--- src/rtl/vco_sweep_controller.sv ---
`default_nettype none
// ============================================================================
// Module      : vco_sweep_controller
// Description : Steps a VCO through a programmable table of {range, frequency}
//               entries, holding each entry for a fixed number of clocks.
//               Supports single-pass and continuous (wrapping) sweeps, a
//               synchronous stop, and table writes at any time.
// Revision    : 1.0 - initial release
// ============================================================================
module vco_sweep_controller #(
    parameter int DWELL_W = 16,
    parameter int STEP_AW = 3
) (
    input  logic               clk,
    input  logic               rst_n,
    input  logic               start,
    input  logic               stop,
    input  logic               continuous,
    input  logic [STEP_AW-1:0] last_step,
    input  logic [DWELL_W-1:0] dwell_cycles,
    input  logic               tbl_wr_en,
    input  logic [STEP_AW-1:0] tbl_wr_addr,
    input  logic [3:0]         tbl_wr_data,
    output logic               range,
    output logic [2:0]         control_frequency,
    output logic               vco_enable,
    output logic               busy,
    output logic [STEP_AW-1:0] step_idx,
    output logic               done
);

    localparam int c_TBL_DEPTH = 2 ** STEP_AW;

    typedef enum logic [0:0] {
        S_IDLE = 1'b0,
        S_RUN  = 1'b1
    } state_t;

    state_t             r_state;
    logic [3:0]         r_table [c_TBL_DEPTH];
    logic [STEP_AW-1:0] r_step_idx;
    logic [STEP_AW-1:0] r_last_step;
    logic               r_continuous;
    logic [DWELL_W-1:0] r_reload;
    logic [DWELL_W-1:0] r_dwell_cnt;
    logic               r_range;
    logic [2:0]         r_control_frequency;
    logic               r_vco_enable;
    logic               r_busy;
    logic               r_done;

    logic [DWELL_W-1:0] w_dwell_reload;
    logic [STEP_AW-1:0] w_next_idx;
    logic               w_at_last;

    // A dwell of zero is treated as one clock, so the reload value saturates at 0
    assign w_dwell_reload = (dwell_cycles == '0) ? '0 : dwell_cycles - DWELL_W'(1);
    assign w_next_idx     = r_step_idx + STEP_AW'(1);
    assign w_at_last      = (r_step_idx == r_last_step);

    // Step table: writable in any state; loads in the same cycle see the old entry
    always_ff @(posedge clk or negedge rst_n) begin
        if (!rst_n) begin
            for (int i = 0; i < c_TBL_DEPTH; i++) begin
                r_table[i] <= '0;
            end
        end else if (tbl_wr_en) begin
            r_table[tbl_wr_addr] <= tbl_wr_data;
        end
    end

    // Sweep sequencer with registered outputs; stop takes priority over stepping
    always_ff @(posedge clk or negedge rst_n) begin
        if (!rst_n) begin
            r_state             <= S_IDLE;
            r_step_idx          <= '0;
            r_last_step         <= '0;
            r_continuous        <= 1'b0;
            r_reload            <= '0;
            r_dwell_cnt         <= '0;
            r_range             <= 1'b0;
            r_control_frequency <= '0;
            r_vco_enable        <= 1'b0;
            r_busy              <= 1'b0;
            r_done              <= 1'b0;
        end else begin
            r_done <= 1'b0;
            case (r_state)
                S_IDLE: begin
                    if (start && !stop) begin
                        r_state                          <= S_RUN;
                        r_step_idx                       <= '0;
                        {r_range, r_control_frequency}   <= r_table[0];
                        r_vco_enable                     <= 1'b1;
                        r_busy                           <= 1'b1;
                        r_last_step                      <= last_step;
                        r_continuous                     <= continuous;
                        r_reload                         <= w_dwell_reload;
                        r_dwell_cnt                      <= w_dwell_reload;
                    end
                end
                S_RUN: begin
                    if (stop) begin
                        r_state      <= S_IDLE;
                        r_vco_enable <= 1'b0;
                        r_busy       <= 1'b0;
                    end else if (r_dwell_cnt != '0) begin
                        r_dwell_cnt <= r_dwell_cnt - DWELL_W'(1);
                    end else if (!w_at_last) begin
                        r_step_idx                     <= w_next_idx;
                        {r_range, r_control_frequency} <= r_table[w_next_idx];
                        r_dwell_cnt                    <= r_reload;
                    end else if (r_continuous) begin
                        r_step_idx                     <= '0;
                        {r_range, r_control_frequency} <= r_table[0];
                        r_dwell_cnt                    <= r_reload;
                    end else begin
                        r_state      <= S_IDLE;
                        r_vco_enable <= 1'b0;
                        r_busy       <= 1'b0;
                        r_done       <= 1'b1;
                    end
                end
                default: r_state <= S_IDLE;
            endcase
        end
    end

    assign range             = r_range;
    assign control_frequency = r_control_frequency;
    assign vco_enable        = r_vco_enable;
    assign busy              = r_busy;
    assign step_idx          = r_step_idx;
    assign done              = r_done;

endmodule
`default_nettype wire

--- config.mk ---
export PLATFORM = sky130hd
export DESIGN_NAME = vco_sweep_controller
export DESIGN_NICKNAME = d
export VERILOG_FILES = /design/src/rtl/vco_sweep_controller.sv
export SDC_FILE = /design/constraint.sdc
export NUM_CORES = 1
export LEC_CHECK = 0
export ABC_AREA = 1
export CORE_MARGIN = 2
export CORE_UTILIZATION = 36
export CTS_CLUSTER_DIAMETER = 60
export CTS_CLUSTER_SIZE = 14
export DETAILED_ROUTE_END_ITERATION = 10
export PLACE_DENSITY_LB_ADDON = 0.1
export SLEW_MARGIN = 20
export SYNTH_ARGS = -nofsm -noshare
export SYNTH_HDL_FRONTEND = slang
export SYNTH_SLANG_ARGS = --single-unit
--- constraint.sdc ---
create_clock -name clk -period 2 [get_ports clk]
set_clock_uncertainty 0.15 [all_clocks]
set_input_delay 0.2 -clock clk [delete_from_list [all_inputs] [get_ports clk]]
set_output_delay 0.2 -clock clk [all_outputs]
set_load 0.005 [all_outputs]
==> metrics.log <==
[metrics] kind of start point of the critical path: flop
[metrics] row count: 41
[metrics] initial antenna violation count: 0
[metrics] clk root buf: clkbuf_16
[metrics] highest clock frequency the design can meet: 530 MHz
[metrics] count of final hold-check violations: 0
[metrics] Net Count, Synth: 709
[metrics] number of enable flip-flop cells after synthesis: 0
[metrics] Design Area, Final: 0.00595 mm²
[metrics] DRC Markers: 0
[metrics] instance area after placement: 0.00550 mm²
[metrics] post-layout net count: 789
[metrics] post-synthesis to final-layout area growth: 28.2%
[metrics] Worst Max-Slew Pin Slew: 0.645 ns
[metrics] clock-pin slew reported for the worst setup and hold paths after clock tree synthesis: 0.06 ns
[metrics] async set-or-reset flop fraction in the synthesized netlist: 1.00
[metrics] placeable core area: ~0.013 mm²
[metrics] routability congestion estimate: ~0.88
[metrics] number of non-filler instances in the completed layout: between 900 and 1k
[metrics] relative slew slack: 0.566
[metrics] Worst setup endpoint: r_dwell_cnt[8]
[metrics] Initial DRC Count: between 300 and 400
[metrics] RR Startpoint: r_dwell_cnt[1]
[metrics] Die Height: 118 µm
[metrics] Met2 Wirelength: 5180 µm
[metrics] post-route antenna net violation count: 0
[metrics] total of endpoints with negative setup slack in the final report: 0
[metrics] largest cells by area after synthesis: dfrtp_1 (42%), nand2_1 (21%), o21ai_0 (6.6%)
[metrics] largest fanout on the critical path: 3
[metrics] full die area: 0.0138 mm²
[metrics] max capacitance violation total: 0
[metrics] Cell Count Post-Placement: 909
[metrics] capture instance of the worst register-to-register path: r_dwell_cnt[8]
[metrics] detailed-route via count: 4492
[metrics] clock tree buffer depth: 2
[metrics] first-pass GRT wire length: 21800 µm
[metrics] period utilization: 0.944
[metrics] Detail Route met3 WL: 636 µm
[metrics] average wire length per cell after detail routing: 13.8 µm
[metrics] count of filler cells inserted in the layout: 1312
[metrics] CTS sink cnt: 78
[metrics] die span in x: 118 µm
[metrics] share of post-route cells with drive strength above 1: 0.129
[metrics] crit path time final: 1.89 ns
[metrics] worst-case vdd ir drop: 409 µV
[metrics] post-layout power: 5.44 mW
[metrics] number of placed I/O pins: 42
[metrics] Final Util: 0.472
[metrics] Post-DP HPWL: around 9400 µm
[metrics] number of global-route vias before repair: ~4.3k
[metrics] number of distinct library cells after synthesis: 31
[metrics] most frequently used cell type in the post-synthesis netlist: nand2_1
[metrics] remaining global-route overflow: 0
[metrics] TritonCTS clock tree: done
[metrics] wire length after detailed routing: 12800 µm
[metrics] r2r setup slk: around 0.11 ns
[metrics] kind of critical path: reg2reg
[metrics] mean instance size in the synthesized netlist: about 7 µm²
[metrics] Port Buf Inserts: 41
[metrics] total clock buffers created by CTS: 9
[metrics] crit path launch: r_dwell_cnt[1]
[metrics] ratio of routed vias to standard cells: slightly below 5
[metrics] clock network latency to the later pin of the worst-skew pair: 0.34 ns
[metrics] synthesized instance count: 673
[metrics] Antenna Diode Count: 0
[metrics] number of detailed-route iterations in the first pass: 5
[metrics] proportion of netlist area held by the largest area contributor: 0.420
[metrics] setup repair after global routing missed its margin: false
[metrics] worst slack at placement: -0.142 ns
[metrics] Met1 Wirelength: approximately 6800 µm
[metrics] sequential element share of the synthesized area: 0.420
[metrics] leakage power summed over all cells: 2.91 nW
[metrics] uppermost layer routed: met4
[metrics] cell type with the largest total area after synthesis: dfrtp_1
[metrics] YS warnings: 0
[metrics] Max Transition Viols Final: 0
[metrics] minimum setup slack in the final design: 0.112 ns
[metrics] initial standard-cell utilization of the core: 0.368
[metrics] Primary FF master, synth: dfrtp_1
[metrics] crit path DAT: 1.97 ns
[metrics] FF+latch count, synth: 78
[metrics] Cell Area, Synth: between 0.004 and 0.005 mm²
[metrics] result of the run: finished, final reports clean
[metrics] largest net degree at the start of global routing: 35
[metrics] data required time of the critical path: 2.08 ns
[metrics] worst reg2reg path depth: 12
[metrics] H-tree depth: 3
[metrics] GRT Overall Usage: 0.196
[metrics] total power divided by cell area: 914 mW/mm²
[metrics] classification of the worst-slack hold path: in2async
[metrics] most frequent cells after synthesis: nand2_1 (257), dfrtp_1 (78), nor2_1 (63)
[metrics] Crit. End Element: flop
==> what timing repair did <==
action	CTS	global route
cloned	1	0
endpoints found under the setup margin	12	24
gates resized for setup	0	19
hold endpoints to repair	24	0
buffers inserted	0	3
hold buffers	1	0
pin swaps	1	4
==> report_power, final <==
group | total [mW] | leakage, nW | switching (mW) | internal, mW
combinational | 1.55 | 1.77 | 0.907 | 0.645
clock | 1.83 | 0.156 | 0.695 | 1.14
sequential | 2.06 | 0.978 | 0.190 | 1.87
==> critical path, cell delays in order (launching register included) <==
cell and delay, ns:
dfrtp_1 0.37, inv_1 0.11, ha_4 0.16, inv_1 0.04, nor2_1 0.08, nand2_1 0.06, nor2_2 0.14, nand3_4 0.13
buf_4 0.17, o21ai_1 0.16, nor2_1 0.06, nor2_1 0.10, nor2_1 0.04
==> stage by stage <==
step                      hold WS (ns)  TNS [ns]
after global routing             0.217         0
after global placement         0.00336     -1.49
after detailed placement        0.0115     -1.69
after floorplan                 -0.246         0
after CTS                        0.185         0
final                            0.179         0
==> registers in the layout, indices dropped and copies added, names as in the netlist <==
signal	flops
busy	1
r_continuous	1
r_table	32
r_last_step	3
range	1
control_frequency	3
done	1
r_dwell_cnt	16
r_state	1
step_idx	3
r_reload	16
==> worst min-delay path by stage <==
stage / endpoint / slack (ns) / from
2_1_floorplan: busy / -0.25 / rst_n
6_report: r_reload[1] / 0.18 / rst_n
4_1_cts: r_table[1] / 0.19 / rst_n
3_5_place_dp: r_table[1] / 0.01 / rst_n
3_3_place_gp: r_table[1] / 0.003 / rst_n
5_1_grt: r_table[2] / 0.22 / rst_n
==> area by class of cell <==
class | instances | area, µm² | share of cell area
inverter | 65 | 248 | 0.0416
sequential | 78 | 1950 | 0.328
multi-input combinational | 511 | 2400 | 0.403
clock inverter | 6 | 92.6 | 0.0155
tap | 172 | 215 | 0.0361
timing repair buffer | 88 | 808 | 0.136
clock buffer | 10 | 239 | 0.0401
==> metal layers <==
metal | track usage | up-vias
met5 | 0 | -
met4 | 0.0640 | 0
met3 | 0.0291 | 13
met2 | 0.279 | 124
met1 | 0.302 | 2043
li1 | - | 2312
==> cell usage in the layout (no fill, tap or decap), types with 8 or more instances in the layout <==
cell | synthesis | routed
o21ai_0 | 61 | 61
buf_4 | 2 | 43
nor2_4 | 4 | 8
inv_1 | 56 | 54
nand4_1 | 12 | 12
nor2_2 | 8 | 8
nand3_1 | 57 | 56
clkdlybuf4s50_1 | 0 | 40
inv_2 | 7 | 8
o21ai_1 | 9 | 9
dfrtp_1 | 78 | 78
nand2_1 | 257 | 255
clkbuf_16 | 0 | 9
nor2_1 | 63 | 60
==> logic make-up after synthesis <==
group,count (synthesis),synth area share
AO/OA/AOI/OAI,86,0.100
buffers and inverters,85,0.0781
AND/OR/NAND/NOR,409,0.370
adder cells (fa/ha/maj),4,0.0108
flip-flops,78,0.420
XOR/XNOR,11,0.0207
Power figures use the tool's default switching activity.
